===== src/rtl/wb_ctrl_pkg.sv =====
// wb_ctrl_pkg: shared widths, the zero register and the write-port request type.
package wb_ctrl_pkg;
  localparam int NREG = 32;
  localparam int AW = 5;
  localparam int DW = 32;
  localparam logic [AW-1:0] ZERO_REG = '0;
  typedef struct packed {
    logic wen;
    logic [AW-1:0] waddr;
    logic [DW-1:0] wdata;
  } wb_req_t;
endpackage


===== src/rtl/wb_scoreboard.sv =====
// wb_scoreboard: pending-load bit per register and the id stall lookup.
module wb_scoreboard
  import wb_ctrl_pkg::*;
(
  input  logic clk,
  input  logic rst_n,
  input  logic set,
  input  logic [AW-1:0] set_addr,
  input  logic clr,
  input  logic [AW-1:0] clr_addr,
  input  logic [AW-1:0] rs1,
  input  logic [AW-1:0] rs2,
  input  logic [AW-1:0] rd,
  output logic stall,
  output logic [NREG-1:0] pending
);
  // Set is applied after clear so a same-cycle reissue keeps the bit.
  always_ff @(posedge clk or negedge rst_n) begin
    if (!rst_n) pending <= '0;
    else begin
      if (clr) pending[clr_addr] <= 1'b0;
      if (set && set_addr != ZERO_REG) pending[set_addr] <= 1'b1;
    end
  end
  always_comb begin
    stall = (rs1 != ZERO_REG && pending[rs1]) ||
            (rs2 != ZERO_REG && pending[rs2]) ||
            (rd != ZERO_REG && pending[rd]);
  end
endmodule


===== src/rtl/wb_ctrl.sv =====
// wb_ctrl: merges ex results and load returns into one registered regfile write port,
// with a one-entry load buffer, load scoreboard stall and write-port bypass.
module wb_ctrl
  import wb_ctrl_pkg::*;
(
  input  logic clk,
  input  logic rst_n,
  input  logic ex_wen_i,
  input  logic [AW-1:0] ex_waddr_i,
  input  logic [DW-1:0] ex_wdata_i,
  input  logic ld_issue_i,
  input  logic [AW-1:0] ld_rd_i,
  input  logic ld_valid_i,
  output logic ld_ready_o,
  input  logic [AW-1:0] ld_waddr_i,
  input  logic [DW-1:0] ld_rdata_i,
  output logic reg_wen_o,
  output logic [AW-1:0] reg_waddr_o,
  output logic [DW-1:0] reg_wdata_o,
  input  logic [AW-1:0] id_rs1_i,
  input  logic [AW-1:0] id_rs2_i,
  input  logic [AW-1:0] id_rd_i,
  output logic stall_o,
  output logic rs1_byp_o,
  output logic rs2_byp_o,
  output logic [DW-1:0] byp_data_o
);
  logic buf_full;
  logic [AW-1:0] buf_addr;
  logic [DW-1:0] buf_data;
  logic live, ld_acc;
  logic [AW-1:0] ld_acc_addr;
  logic [NREG-1:0] pending;
  wb_req_t req, wr;
  assign ld_ready_o = !buf_full;
  assign live = ld_valid_i && ld_ready_o;
  assign ld_acc = !ex_wen_i && (buf_full || live);
  assign ld_acc_addr = buf_full ? buf_addr : ld_waddr_i;
  always_comb begin
    req = ex_wen_i ? wb_req_t'{1'b1, ex_waddr_i, ex_wdata_i} :
          buf_full ? wb_req_t'{1'b1, buf_addr, buf_data} :
          live     ? wb_req_t'{1'b1, ld_waddr_i, ld_rdata_i} : '0;
  end
  // A live load that loses to ex parks in the buffer; the buffer drains on any ex-free cycle.
  always_ff @(posedge clk or negedge rst_n) begin
    if (!rst_n) begin
      wr <= '0;
      buf_full <= 1'b0;
      buf_addr <= '0;
      buf_data <= '0;
    end else begin
      wr <= wb_req_t'{req.wen && req.waddr != ZERO_REG, req.waddr, req.wdata};
      if (ex_wen_i && live) begin
        buf_full <= 1'b1;
        buf_addr <= ld_waddr_i;
        buf_data <= ld_rdata_i;
      end else if (!ex_wen_i) buf_full <= 1'b0;
    end
  end
  wb_scoreboard u_sb (
    .clk(clk),
    .rst_n(rst_n),
    .set(ld_issue_i),
    .set_addr(ld_rd_i),
    .clr(ld_acc),
    .clr_addr(ld_acc_addr),
    .rs1(id_rs1_i),
    .rs2(id_rs2_i),
    .rd(id_rd_i),
    .stall(stall_o),
    .pending(pending)
  );
  assign reg_wen_o = wr.wen;
  assign reg_waddr_o = wr.waddr;
  assign reg_wdata_o = wr.wdata;
  assign byp_data_o = wr.wdata;
  assign rs1_byp_o = wr.wen && id_rs1_i == wr.waddr && id_rs1_i != ZERO_REG;
  assign rs2_byp_o = wr.wen && id_rs2_i == wr.waddr && id_rs2_i != ZERO_REG;
  a_ex_pending: assert property (@(posedge clk) disable iff (!rst_n)
    ex_wen_i |-> !pending[ex_waddr_i]);
  a_issue_pending: assert property (@(posedge clk) disable iff (!rst_n)
    (ld_issue_i && ld_rd_i != ZERO_REG) |-> (!pending[ld_rd_i] || (ld_acc && ld_acc_addr == ld_rd_i)));
  a_ld_not_pending: assert property (@(posedge clk) disable iff (!rst_n)
    ld_valid_i |-> pending[ld_waddr_i]);
endmodule


===== config.mk =====
export PLATFORM = sky130hd
export DESIGN_NAME = wb_ctrl
export DESIGN_NICKNAME = d
export VERILOG_FILES = /design/src/rtl/wb_ctrl_pkg.sv /design/src/rtl/wb_scoreboard.sv /design/src/rtl/wb_ctrl.sv
export SDC_FILE = /design/constraint.sdc
export NUM_CORES = 1
export LEC_CHECK = 0
export BUFFER_PORTS_ARGS = -buffer_cell sky130_fd_sc_hd__buf_2
export CAP_MARGIN = 15
export CORE_MARGIN = 3
export CORE_UTILIZATION = 47
export CTS_CLUSTER_DIAMETER = 200
export DETAILED_ROUTE_END_ITERATION = 10
export PLACE_DENSITY = 0.77
export RECOVER_POWER = 50
export REMOVE_ABC_BUFFERS = 1
export SETUP_SLACK_MARGIN = 0.05
export SLEW_MARGIN = 10
export SYNTH_ARGS = -nofsm -noshare
export SYNTH_HDL_FRONTEND = slang
export SYNTH_SLANG_ARGS = --single-unit

===== constraint.sdc =====
create_clock -name clk -period 2.1 [get_ports clk]
set_input_delay 0.21 -clock clk [delete_from_list [all_inputs] [get_ports clk]]
set_output_delay 0.21 -clock clk [all_outputs]
set_load 0.02 [all_outputs]

==> flow_results.xml, run 1 <==
<?xml version="1.0" encoding="UTF-8"?>
<metrics>
  <group name="place">
    <metric name="detailed_place.area" unit="mm²">0.006704</metric>
    <metric name="numPortBuffers" unit="">172</metric>
    <metric name="routabilityCongestion" unit="">0.9257</metric>
    <metric name="worst_setup_slack_after_placement" unit="ns">-0.3983</metric>
    <metric name="hpwl" unit="mm">12.12</metric>
  </group>
  <group name="sta">
    <metric name="hold_viol" unit="">0</metric>
    <metric name="final.setup_skew" unit="ns">0.006929</metric>
    <metric name="final.setup.tns" unit="ns">-0.6880</metric>
    <metric name="unrepaired_setup_endpoints_after_global_routing" unit="">true</metric>
    <metric name="tightestPinTransition" unit="ns">1.430</metric>
    <metric name="finalCritPeriodShare" unit="%">132.8</metric>
    <metric name="achievable-frequency" unit="MHz">358.7</metric>
    <metric name="timing.slew.headroom" unit="%">4.679</metric>
    <metric name="final-max-slew-violation-count" unit="">0</metric>
    <metric name="report.final.setup_viol" unit="">1</metric>
    <metric name="final.setup.worst_slack" unit="ns">-0.6880</metric>
    <metric name="final_period_minus_worst_setup_slack" unit="ns">2.788</metric>
  </group>
  <group name="power">
    <metric name="report.power.total" unit="mW">6.327</metric>
    <metric name="total_leakage_power" unit="nW">3.179</metric>
    <metric name="power.internal" unit="mW">4.387</metric>
    <metric name="pwr-share-comb" unit="%">30.1</metric>
    <metric name="power_per_cell_area" unit="mW/mm²">902.2</metric>
    <metric name="power.net_switching" unit="mW">1.940</metric>
    <metric name="max-vdd-ir-drop" unit="µV">401.3</metric>
    <metric name="pwr-share-seq" unit="%">43.2</metric>
    <metric name="swShare" unit="%">30.66</metric>
    <metric name="proportion_of_power_drawn_by_the_clock_network" unit="%">26.7</metric>
  </group>
  <group name="global_routing">
    <metric name="grt_start_max_net_pins" unit="">109</metric>
    <metric name="vias_in_the_first_global_route" unit="">4991</metric>
    <metric name="grt_first_pass_wirelength" unit="mm">24.77</metric>
    <metric name="track_usage" unit="%">23.71</metric>
    <metric name="antenna_found_initial" unit="">0</metric>
    <metric name="overflow" unit="">0</metric>
  </group>
  <group name="die">
    <metric name="initial_core_util" unit="%">48.71</metric>
    <metric name="core_area" unit="mm²">0.01161</metric>
    <metric name="die_x" unit="µm">115.7</metric>
    <metric name="dieArea" unit="mm²">0.01339</metric>
    <metric name="fp_rows" unit="">39</metric>
    <metric name="die_height" unit="µm">115.7</metric>
    <metric name="top_level_ports" unit="">173</metric>
  </group>
  <group name="cells_and_area">
    <metric name="final_cell_area" unit="mm²">0.007013</metric>
    <metric name="antenna_cells_inserted" unit="">0</metric>
    <metric name="multi_input_comb_area" unit="mm²">0.002576</metric>
    <metric name="num-nets-final" unit="">789</metric>
    <metric name="register_area" unit="mm²">0.002703</metric>
    <metric name="fillers" unit="">968</metric>
    <metric name="area_growth" unit="%">23.98</metric>
    <metric name="layout_cells_sized_above_1" unit="%">39.42</metric>
  </group>
  <group name="worst_setup_path">
    <metric name="timing.reg2reg.setup_slack" unit="ns">0.12</metric>
    <metric name="critical_path_class" unit="">register to output port</metric>
    <metric name="critical_path_peak_fanout" unit="">2</metric>
    <metric name="slowest_stage" unit="">sky130_fd_sc_hd__or4_4</metric>
    <metric name="path_cells" unit="">mux4_2, mux4_2, mux2_4, or4_4, buf_6</metric>
    <metric name="cp_data_arrival_time" unit="ns">2.58</metric>
    <metric name="critical_path.most_common_cell" unit="">sky130_fd_sc_hd__mux4_2</metric>
    <metric name="slowest_delay" unit="ns">0.48</metric>
    <metric name="crit_required" unit="ns">1.89</metric>
    <metric name="setup.worst_path.end_class" unit="">output port</metric>
    <metric name="launching_element_type_of_the_critical_path" unit="">register</metric>
  </group>
  <group name="synth">
    <metric name="synth_compound_gate_area_share" unit="%">15.95</metric>
    <metric name="yosysWarnings" unit="">0</metric>
    <metric name="post_synth_inst_count" unit="">517</metric>
    <metric name="synth_top_family_by_area" unit="">multiplexers</metric>
    <metric name="synth_area_per_cell" unit="µm²">10.94</metric>
    <metric name="synth_enable_flop_cells" unit="">0</metric>
    <metric name="postSynthRegisterBits" unit="">108</metric>
    <metric name="netlist_top_cells_area" unit="">sky130_fd_sc_hd__dfrtp_1 48%, sky130_fd_sc_hd__mux2_2 8.8%, sky130_fd_sc_hd__o21ai_0 8.7%</metric>
    <metric name="yosysTopAreaCell" unit="">sky130_fd_sc_hd__dfrtp_1</metric>
    <metric name="synth_most_common_cell" unit="">sky130_fd_sc_hd__dfrtp_1</metric>
    <metric name="synth.top_cells.by_count" unit="">108 x sky130_fd_sc_hd__dfrtp_1, 98 x sky130_fd_sc_hd__o21ai_0, 56 x sky130_fd_sc_hd__nand2_1</metric>
    <metric name="fraction_of_registers_with_async_set_or_reset_after_synthesis" unit="%">100.0</metric>
    <metric name="post-synth-top-area-fraction" unit="%">47.78</metric>
    <metric name="synthAdderAreaFrac" unit="%">0</metric>
    <metric name="synth-xor-area-share" unit="%">1.239</metric>
    <metric name="synth_simple_gate_area_share" unit="%">8.781</metric>
    <metric name="synth.cell_area" unit="mm²">0.005657</metric>
    <metric name="postSynth.topFlopCell" unit="">sky130_fd_sc_hd__dfrtp_1</metric>
    <metric name="synth.lib_cells_used.distinct" unit="">45</metric>
    <metric name="synth_sequential_area_ratio" unit="%">47.78</metric>
    <metric name="synth_mux_area_share" unit="%">18.91</metric>
  </group>
  <group name="cts">
    <metric name="worst_skew_pair.late_latency" unit="ns">0.34</metric>
    <metric name="cts_tree" unit="">done</metric>
    <metric name="clock_sinks" unit="">108</metric>
    <metric name="cts-htree-levels" unit="">3</metric>
    <metric name="tritoncts.num_buffers" unit="">9</metric>
    <metric name="clock_edge_transition_at_the_registers_on_the_reported_setup_and_hold_paths" unit="ns">0.07</metric>
    <metric name="cts_root_buf" unit="">sky130_fd_sc_hd__clkbuf_16</metric>
    <metric name="cts_buffer_depth" unit="">2</metric>
  </group>
  <group name="outcome">
    <metric name="outcome" unit="">finished with violations</metric>
    <metric name="failed_checks" unit="">negative setup slack</metric>
  </group>
  <group name="min_path">
    <metric name="min-delay-path-class" unit="">primary input to register</metric>
  </group>
  <group name="drt">
    <metric name="num_vias" unit="">4853</metric>
    <metric name="final_antenna_net_count" unit="">0</metric>
    <metric name="detail_route.vias_per_cell" unit="">5.791</metric>
    <metric name="routed_wire_length" unit="mm">15.71</metric>
    <metric name="route.detailed.wl_per_inst" unit="µm">18.74</metric>
    <metric name="detail_route.first_pass.iterations" unit="">5</metric>
    <metric name="first_iter_violations" unit="">294</metric>
    <metric name="drt_drc_violations_left" unit="">0</metric>
  </group>
  <group name="job">
    <metric name="max_cap_viol_count" unit="">0</metric>
  </group>
</metrics>
-- through the flow --
stage	instances	utilization [%]	hold slack [ns]
final	838	60.39	0.07147
after global routing	838	60.39	0.07111
after CTS	836	60.53	0.06290
after detailed placement	818	57.72	0.3292
after global placement	818	57.72	0.3217
after floorplan	453	-	-0.08559
-- worst max-delay path, delay by kind of cell, from the launching register on --
family                 cells  cell delay, ns
multiplexers               3            1.22
AND/OR/NAND/NOR            1            0.48
flip-flops                 1            0.39
buffers and inverters      1            0.14
-- state kept, by name, summed over array words and instances, names as in the netlist --
name          cells
buf_data         32
reg_waddr_o       5
byp_data_o       32
buf_addr          5
buf_full          1
reg_wen_o         1
u_sb.pending     32
-- timing repair --
action | CTS | global route
hold buffers | 1 | 0
pin swaps | 1 | 0
setup endpoints to repair | 1 | 20
hold endpoints to repair | 108 | 0
cloned | 0 | 0
buffers inserted | 1 | 2
gates resized for setup | 4 | 5
-- cells by family (layout without fill, tap and decap cells) --
logic type | count (synthesis) | after routing
AO/OA/AOI/OAI | 153 | 153
flip-flops | 108 | 108
AND/OR/NAND/NOR | 104 | 104
multiplexers | 76 | 76
buffers and inverters | 68 | 246
XOR/XNOR | 8 | 8
-- per-layer routing --
layer | global-route usage (%) | wire length (µm) | up-vias
met2 | 41.09 | 7900 | 251
met4 | 8.043 | 343 | 0
met3 | 4.595 | 1269 | 32
li1 | - | - | 2214
met5 | 0 | 0 | -
met1 | 29.95 | 6193 | 2356
-- power groups by stage --
stage / Combinational, mW / Sequential [mW] / Clock (mW)
2_1_floorplan: 0.800 / 2.89 / 0
3_3_place_gp: 1.82 / 2.73 / 0
3_5_place_dp: 1.86 / 2.76 / 0
4_1_cts: 1.90 / 2.73 / 1.72
5_1_grt: 2.07 / 2.78 / 1.80
6_report: 1.91 / 2.73 / 1.69
-- worst paths after layout --
path | startpoint | endpoint | cells past startpoint
setup reg to reg | buf_full | u_sb.pending[16] | 5
hold / removal | ex_wdata_i[21] | byp_data_o[21] | 3
max in group asynchronous | rst_n | u_sb.pending[26] | 3
hold reg to reg | u_sb.pending[0] | u_sb.pending[0] | 1
min in group asynchronous | rst_n | buf_data[31] | 3
setup / recovery | u_sb.pending[14] | stall_o | 5
-- cell type report --
| cell class | count | area share, % |
|---|---|---|
| Sequential cell | 108 | 38.54 |
| Multi-Input combinational cell | 341 | 36.74 |
| Timing Repair Buffer | 226 | 17.77 |
| Clock buffer | 13 | 3.568 |
| Tap cell | 143 | 2.551 |
| Clock inverter | 3 | 0.6244 |
| Inverter | 4 | 0.2141 |
-- layout by cell type, fill, tap and decap left out, types with 3 or more instances in the layout --
master                      instances
sky130_fd_sc_hd__buf_2            135
sky130_fd_sc_hd__dfrtp_1          108
sky130_fd_sc_hd__o21ai_0           98
sky130_fd_sc_hd__nand2_1           55
sky130_fd_sc_hd__buf_4             51
sky130_fd_sc_hd__mux2_2            43
sky130_fd_sc_hd__clkbuf_1          38
sky130_fd_sc_hd__a22oi_1           33
sky130_fd_sc_hd__mux4_2            19
sky130_fd_sc_hd__mux2i_1           12
sky130_fd_sc_hd__nor2_1            10
sky130_fd_sc_hd__clkbuf_16          9
sky130_fd_sc_hd__xor2_1             6
sky130_fd_sc_hd__nand3_1            5
sky130_fd_sc_hd__nand3b_1           5
sky130_fd_sc_hd__a21oi_1            5
sky130_fd_sc_hd__nor2b_1            4
sky130_fd_sc_hd__inv_1              4
sky130_fd_sc_hd__a22o_1             3
sky130_fd_sc_hd__nand2b_1           3
sky130_fd_sc_hd__nor4_1             3
sky130_fd_sc_hd__nor3_1             3
sky130_fd_sc_hd__nand4_1            3
(Power assumes the default switching activity.)
==> inputs of run 2 (changes only) <==
--- a/config.mk
+++ b/config.mk
@@ -12,5 +12,5 @@
 export CTS_CLUSTER_DIAMETER = 200
 export DETAILED_ROUTE_END_ITERATION = 10
-export PLACE_DENSITY = 0.77
+export PLACE_DENSITY = 0.76
 export RECOVER_POWER = 50
 export REMOVE_ABC_BUFFERS = 1
==> constraint.sdc (replaced) <==
create_clock -name clk -period 2.1 [get_ports clk]
set_input_delay 0.21 -clock clk [delete_from_list [all_inputs] [get_ports clk]]
set_output_delay 0.21 -clock clk [all_outputs]
set_load 0.1 [all_outputs]
==> flow_results.xml, run 2 (synthesized netlist as in run 1, its figures left out) <==
<?xml version="1.0" encoding="UTF-8"?>
<metrics>
  <group name="sta">
    <metric name="tightestPinTransition" unit="ns">1.174</metric>
    <metric name="hold_viol" unit="">0</metric>
    <metric name="final.setup.worst_slack" unit="ns">-0.7528</metric>
    <metric name="final_period_minus_worst_setup_slack" unit="ns">2.853</metric>
    <metric name="final-max-slew-violation-count" unit="">0</metric>
    <metric name="finalCritPeriodShare" unit="%">135.8</metric>
    <metric name="achievable-frequency" unit="MHz">350.5</metric>
    <metric name="unrepaired_setup_endpoints_after_global_routing" unit="">true</metric>
    <metric name="fin_worst_hold_slack" unit="ns">0.06787</metric>
    <metric name="final.setup_skew" unit="ns">0.008237</metric>
    <metric name="timing.slew.headroom" unit="%">22.08</metric>
    <metric name="report.final.setup_viol" unit="">84</metric>
  </group>
  <group name="outcome">
    <metric name="failed_checks" unit="">negative setup slack</metric>
    <metric name="outcome" unit="">finished with violations</metric>
  </group>
  <group name="die">
    <metric name="top_level_ports" unit="">173</metric>
    <metric name="dieArea" unit="mm²">0.01339</metric>
    <metric name="initial_core_util" unit="%">48.71</metric>
    <metric name="die_height" unit="µm">115.7</metric>
    <metric name="fp_rows" unit="">39</metric>
    <metric name="core_area" unit="mm²">0.01161</metric>
    <metric name="die_x" unit="µm">115.7</metric>
  </group>
  <group name="cts">
    <metric name="cts_buffer_depth" unit="">2</metric>
    <metric name="worst_skew_pair.late_latency" unit="ns">0.35</metric>
    <metric name="clock_edge_transition_at_the_registers_on_the_reported_setup_and_hold_paths" unit="ns">0.07</metric>
    <metric name="cts-htree-levels" unit="">3</metric>
    <metric name="tritoncts.num_buffers" unit="">9</metric>
    <metric name="cts_root_buf" unit="">sky130_fd_sc_hd__clkbuf_16</metric>
    <metric name="cts_tree" unit="">done</metric>
    <metric name="clock_sinks" unit="">108</metric>
  </group>
  <group name="global_routing">
    <metric name="grt_start_max_net_pins" unit="">65</metric>
    <metric name="grt_first_pass_wirelength" unit="mm">24.63</metric>
    <metric name="antenna_found_initial" unit="">0</metric>
    <metric name="track_usage" unit="%">23.59</metric>
    <metric name="overflow" unit="">0</metric>
    <metric name="vias_in_the_first_global_route" unit="">4943</metric>
  </group>
  <group name="cells_and_area">
    <metric name="fillers" unit="">976</metric>
    <metric name="finalNonFillerCells" unit="">834</metric>
    <metric name="antenna_cells_inserted" unit="">0</metric>
    <metric name="multi_input_comb_area" unit="mm²">0.002550</metric>
    <metric name="most-common-layout-cells" unit="">135 x sky130_fd_sc_hd__buf_2, 107 x sky130_fd_sc_hd__dfrtp_1, 98 x sky130_fd_sc_hd__o21ai_0</metric>
    <metric name="layout_commonest_cell" unit="">sky130_fd_sc_hd__buf_2</metric>
    <metric name="layout_cells_sized_above_1" unit="%">39.51</metric>
    <metric name="register_area" unit="mm²">0.002704</metric>
    <metric name="area_growth" unit="%">24.02</metric>
    <metric name="num-nets-final" unit="">785</metric>
  </group>
  <group name="job">
    <metric name="max_cap_viol_count" unit="">0</metric>
  </group>
  <group name="power">
    <metric name="max-vdd-ir-drop" unit="µV">563.3</metric>
    <metric name="pwr-share-seq" unit="%">37.8</metric>
    <metric name="swShare" unit="%">38.81</metric>
    <metric name="report.power.total" unit="mW">7.253</metric>
    <metric name="pwr-share-comb" unit="%">37.4</metric>
    <metric name="proportion_of_power_drawn_by_the_clock_network" unit="%">24.8</metric>
    <metric name="power.internal" unit="mW">4.438</metric>
    <metric name="power.net_switching" unit="mW">2.815</metric>
    <metric name="power_per_cell_area" unit="mW/mm²">1034</metric>
    <metric name="total_leakage_power" unit="nW">3.170</metric>
  </group>
  <group name="place">
    <metric name="place_inst" unit="">816</metric>
    <metric name="hpwl" unit="mm">11.86</metric>
    <metric name="routabilityCongestion" unit="">0.9834</metric>
    <metric name="worst_setup_slack_after_placement" unit="ns">-0.5287</metric>
    <metric name="numPortBuffers" unit="">172</metric>
  </group>
  <group name="drt">
    <metric name="routed_wire_length" unit="mm">15.59</metric>
    <metric name="first_iter_violations" unit="">286</metric>
    <metric name="route.detailed.wl_per_inst" unit="µm">18.70</metric>
    <metric name="detail_route.vias_per_cell" unit="">5.770</metric>
    <metric name="final_antenna_net_count" unit="">0</metric>
    <metric name="num_vias" unit="">4812</metric>
    <metric name="drt_drc_violations_left" unit="">0</metric>
    <metric name="detail_route.first_pass.iterations" unit="">5</metric>
  </group>
  <group name="worst_setup_path">
    <metric name="critical_path.most_common_cell" unit="">sky130_fd_sc_hd__mux4_2</metric>
    <metric name="crit_required" unit="ns">1.89</metric>
    <metric name="worst_path_dominant_cell_family" unit="">multiplexers</metric>
    <metric name="launching_element_type_of_the_critical_path" unit="">register</metric>
    <metric name="setup.worst_path.end_class" unit="">output port</metric>
    <metric name="critical_path_class" unit="">register to output port</metric>
    <metric name="slowest_delay" unit="ns">0.49</metric>
    <metric name="cp_num_buf_inv" unit="">1</metric>
    <metric name="critical_path_peak_fanout" unit="">2</metric>
    <metric name="slowest_stage" unit="">sky130_fd_sc_hd__or4_4</metric>
    <metric name="cp_data_arrival_time" unit="ns">2.64</metric>
    <metric name="path_cells" unit="">mux4_2, mux4_2, mux2_2, or4_4, buf_12</metric>
  </group>
  <group name="min_path">
    <metric name="min-delay-path-class" unit="">primary input to register</metric>
  </group>
</metrics>
## run 2: changes by cell type in the layout (fill, tap and decap cells not counted), moves of 2 or more
cell / change
sky130_fd_sc_hd__buf_12: +3
sky130_fd_sc_hd__buf_4: -5
sky130_fd_sc_hd__clkbuf_1: -4
sky130_fd_sc_hd__clkbuf_2: +2
## run 2: worst paths after layout
kind	start	endpoint	slack [ns]	cells after the start
setup / recovery	u_sb.pending[14]	stall_o	-0.75	5
hold / removal	ex_wdata_i[10]	byp_data_o[10]	0.07	3
setup reg to reg	buf_full	u_sb.pending[23]	-0.24	5
hold reg to reg	u_sb.pending[0]	u_sb.pending[0]	0.51	1
max in group asynchronous	rst_n	buf_data[17]	0.34	3
min in group asynchronous	rst_n	byp_data_o[31]	0.49	2
## run 2: layout make-up
cell class / instances / share of cell area (%)
multi-input combinational: 341 / 36.35
clock buffer: 10 / 3.264
timing repair buffer: 222 / 17.85
inverter: 4 / 0.2140
sequential: 108 / 38.54
tap: 143 / 2.550
clock inverter: 6 / 1.231
## run 2: timing repair
| action | CTS | global route |
|---|---|---|
| hold buffers | 1 | 0 |
| pin swaps | 1 | 0 |
| gates cloned | 0 | 0 |
| setup buffers | 0 | 1 |
| hold endpoints to repair | 30 | 0 |
| gates resized for setup | 5 | 3 |
| endpoints found under the setup margin | 1 | 5 |
## run 2: worst reg2reg max path, stage by stage (launching register included)
cell                      delay (ns)
sky130_fd_sc_hd__dfrtp_1        0.61
sky130_fd_sc_hd__nor2b_1        0.67
sky130_fd_sc_hd__a22o_1         0.28
sky130_fd_sc_hd__nand2_1        0.23
sky130_fd_sc_hd__o21ai_0        0.28
sky130_fd_sc_hd__o21ai_0        0.14
## run 2: power by group through the flow
stage | registers [mW] | logic (mW) | clock network, mW
after floorplan | 3.69 | 0.854 | 0
after global placement | 2.74 | 2.64 | 0
after detailed placement | 2.77 | 2.69 | 0
after CTS | 2.74 | 2.72 | 1.82
after global routing | 2.79 | 2.87 | 1.91
final | 2.74 | 2.71 | 1.80
## run 2: stage by stage
step                util (%)  instance area, µm²  setup TNS [ns]
floorplan                  -                5256         -106.24
global placement       57.91                6725         -0.5291
detailed placement     57.91                6725         -0.5287
CTS                    60.87                7069         -0.7700
global route           60.41                7015          -31.22
finish                 60.41                7015          -10.46
## run 2: metal layers
layer	track usage, %	up-vias	part of all wire, %
li1	-	2203	-
met5	0	-	0
met1	29.47	2323	39
met2	40.08	248	50
met3	4.856	38	8.4
met4	9.899	0	3.1
==> inputs of run 3 (changes only) <==
- CELL_PAD_IN_SITES_DETAIL_PLACEMENT: unset -> 1
- CELL_PAD_IN_SITES_GLOBAL_PLACEMENT: unset -> 1
- CORE_UTILIZATION: 47 -> 36
==> flow_results.xml, run 3 (synthesized netlist as in run 1, its figures left out) <==
<?xml version="1.0" encoding="UTF-8"?>
<metrics>
  <group name="outcome">
    <metric name="outcome" unit="">finished with violations</metric>
    <metric name="failed_checks" unit="">negative setup slack</metric>
  </group>
  <group name="power">
    <metric name="total_leakage_power" unit="nW">3.180</metric>
    <metric name="report.power.total" unit="mW">7.203</metric>
    <metric name="power_per_cell_area" unit="mW/mm²">1009</metric>
    <metric name="max-vdd-ir-drop" unit="µV">482.3</metric>
  </group>
  <group name="worst_setup_path">
    <metric name="cp_num_buf_inv" unit="">1</metric>
    <metric name="launching_element_type_of_the_critical_path" unit="">register</metric>
    <metric name="critical_path_class" unit="">register to output port</metric>
    <metric name="crit_required" unit="ns">1.89</metric>
    <metric name="critical_path_peak_fanout" unit="">2</metric>
    <metric name="critical_path.most_common_cell" unit="">sky130_fd_sc_hd__mux4_2</metric>
    <metric name="worst_path_dominant_cell_family" unit="">multiplexers</metric>
    <metric name="cp_data_arrival_time" unit="ns">2.66</metric>
    <metric name="slowest_delay" unit="ns">0.50</metric>
    <metric name="setup.worst_path.end_class" unit="">output port</metric>
    <metric name="slowest_stage" unit="">sky130_fd_sc_hd__or4_4</metric>
    <metric name="path_cells" unit="">mux4_2, mux4_2, mux2_4, or4_4, buf_12</metric>
  </group>
  <group name="sta">
    <metric name="finalCritPeriodShare" unit="%">136.7</metric>
    <metric name="report.final.setup_viol" unit="">1</metric>
    <metric name="achievable-frequency" unit="MHz">348.3</metric>
    <metric name="unrepaired_setup_endpoints_after_global_routing" unit="">true</metric>
    <metric name="final.setup.tns" unit="ns">-0.7708</metric>
    <metric name="final_period_minus_worst_setup_slack" unit="ns">2.871</metric>
    <metric name="final-max-slew-violation-count" unit="">0</metric>
    <metric name="hold_viol" unit="">0</metric>
    <metric name="tightestPinTransition" unit="ns">1.194</metric>
    <metric name="final.setup_skew" unit="ns">0.01152</metric>
    <metric name="timing.slew.headroom" unit="%">20.71</metric>
    <metric name="final.setup.worst_slack" unit="ns">-0.7708</metric>
  </group>
  <group name="global_routing">
    <metric name="overflow" unit="">0</metric>
    <metric name="grt_start_max_net_pins" unit="">63</metric>
    <metric name="grt.met3_usage" unit="%">6.202</metric>
    <metric name="grt.busiest_layer" unit="">met2</metric>
    <metric name="antenna_found_initial" unit="">2</metric>
    <metric name="groute.layer.met2.usage" unit="%">38.08</metric>
    <metric name="grt_util_met1" unit="%">25.31</metric>
    <metric name="vias_in_the_first_global_route" unit="">5507</metric>
    <metric name="track_usage" unit="%">21.39</metric>
    <metric name="grt_first_pass_wirelength" unit="mm">29.77</metric>
  </group>
  <group name="cells_and_area">
    <metric name="most-common-layout-cells" unit="">136 x sky130_fd_sc_hd__buf_2, 107 x sky130_fd_sc_hd__dfrtp_1, 98 x sky130_fd_sc_hd__o21ai_0</metric>
    <metric name="finalNonFillerCells" unit="">905</metric>
    <metric name="num-nets-final" unit="">788</metric>
    <metric name="register_area" unit="mm²">0.002704</metric>
    <metric name="layout_commonest_cell" unit="">sky130_fd_sc_hd__buf_2</metric>
    <metric name="antenna_cells_inserted" unit="">0</metric>
    <metric name="fillers" unit="">1788</metric>
    <metric name="layout_cells_sized_above_1" unit="%">40.49</metric>
    <metric name="area_growth" unit="%">26.23</metric>
    <metric name="multi_input_comb_area" unit="mm²">0.002581</metric>
  </group>
  <group name="drt">
    <metric name="final_antenna_net_count" unit="">0</metric>
    <metric name="drt_drc_violations_left" unit="">0</metric>
    <metric name="num_vias" unit="">4874</metric>
    <metric name="detail_route.first_pass.iterations" unit="">4</metric>
    <metric name="routed_wire_length" unit="mm">18.12</metric>
    <metric name="detail_route.vias_per_cell" unit="">5.386</metric>
    <metric name="first_iter_violations" unit="">185</metric>
    <metric name="route.detailed.wl_per_inst" unit="µm">20.02</metric>
  </group>
  <group name="die">
    <metric name="top_level_ports" unit="">173</metric>
    <metric name="core_area" unit="mm²">0.01531</metric>
    <metric name="dieArea" unit="mm²">0.01725</metric>
    <metric name="die_x" unit="µm">131.4</metric>
    <metric name="initial_core_util" unit="%">36.94</metric>
    <metric name="die_height" unit="µm">131.4</metric>
    <metric name="fp_rows" unit="">45</metric>
  </group>
  <group name="min_path">
    <metric name="min-delay-path-class" unit="">primary input to register</metric>
  </group>
  <group name="place">
    <metric name="routabilityCongestion" unit="">0.8780</metric>
    <metric name="hpwl" unit="mm">14.13</metric>
    <metric name="numPortBuffers" unit="">172</metric>
    <metric name="place_inst" unit="">883</metric>
    <metric name="worst_setup_slack_after_placement" unit="ns">-0.5809</metric>
  </group>
  <group name="job">
    <metric name="max_cap_viol_count" unit="">0</metric>
  </group>
  <group name="cts">
    <metric name="cts_tree" unit="">done</metric>
    <metric name="clock_edge_transition_at_the_registers_on_the_reported_setup_and_hold_paths" unit="ns">0.08</metric>
    <metric name="cts_buffer_depth" unit="">2</metric>
    <metric name="tritoncts.num_buffers" unit="">9</metric>
    <metric name="worst_skew_pair.late_latency" unit="ns">0.35</metric>
    <metric name="cts_root_buf" unit="">sky130_fd_sc_hd__clkbuf_16</metric>
    <metric name="clock_sinks" unit="">108</metric>
    <metric name="cts-htree-levels" unit="">3</metric>
  </group>
</metrics>
run 3: cell count changes in the layout (fill, tap and decap cells not counted), sizes merged:
cell,delta
inv,+1
bufinv,-2
buf,+3
clkinvlp,+2
clkinv,-1
run 3: metal layers:
metal / vias to the layer above / routed length, µm
met3: 26 / 1166
li1: 2212 / -
met2: 186 / 9380
met1: 2446 / 7214
met5: - / 29
met4: 4 / 331
run 3: what timing repair did:
| action | 4_1_cts | 5_1_grt |
|---|---|---|
| gates resized for setup | 5 | 10 |
| hold buffers | 1 | 0 |
| hold endpoints to repair | 27 | 0 |
| setup endpoints to repair | 2 | 22 |
| pin swaps | 1 | 6 |
| setup buffers | 4 | 1 |
run 3: area by class of cell:
cell class | count | share of cell area (%)
Clock buffer | 10 | 3.347
Clock inverter | 6 | 0.7885
Inverter | 4 | 0.2103
Multi-Input combinational cell | 341 | 36.15
Sequential cell | 108 | 37.87
Tap cell | 211 | 3.697
Timing Repair Buffer | 225 | 17.94
run 3: final timing paths:
check / slack, ns / depth (start not counted) / to / from
hold / removal: 0.07 / 3 / byp_data_o[22] / ex_wdata_i[22]
min in group asynchronous: 0.48 / 2 / byp_data_o[15] / rst_n
setup reg to reg: 0.11 / 5 / u_sb.pending[26] / buf_full
max in group asynchronous: 0.45 / 3 / reg_waddr_o[0] / rst_n
setup / recovery: -0.77 / 5 / stall_o / u_sb.pending[15]
hold reg to reg: 0.51 / 1 / buf_data[9] / buf_data[9]
run 3: power breakdown:
group / switching [mW] / internal (mW)
Combinational: 1.83 / 0.924
Sequential: 0.291 / 2.47
Clock: 0.823 / 0.857
Total: 2.95 / 4.25
run 3: worst register-to-register path, cell delays in order (launching register included):
cell and delay, ns:
sky130_fd_sc_hd__dfrtp_1 0.61, sky130_fd_sc_hd__mux2_1 0.43, sky130_fd_sc_hd__nor2_1 0.15, sky130_fd_sc_hd__nand2_1 0.27, sky130_fd_sc_hd__o21ai_0 0.27, sky130_fd_sc_hd__o21ai_0 0.11
run 3: per-stage QoR:
step / utilization [%] / cell area [µm²] / hold WS [ns]
2_1_floorplan: - / 5256 / -0.08559
3_3_place_gp: 44.38 / 6797 / 0.1666
3_5_place_dp: 44.38 / 6797 / 0.1753
4_1_cts: 46.69 / 7151 / 0.05151
5_1_grt: 46.63 / 7141 / 0.06068
6_report: 46.63 / 7141 / 0.06655
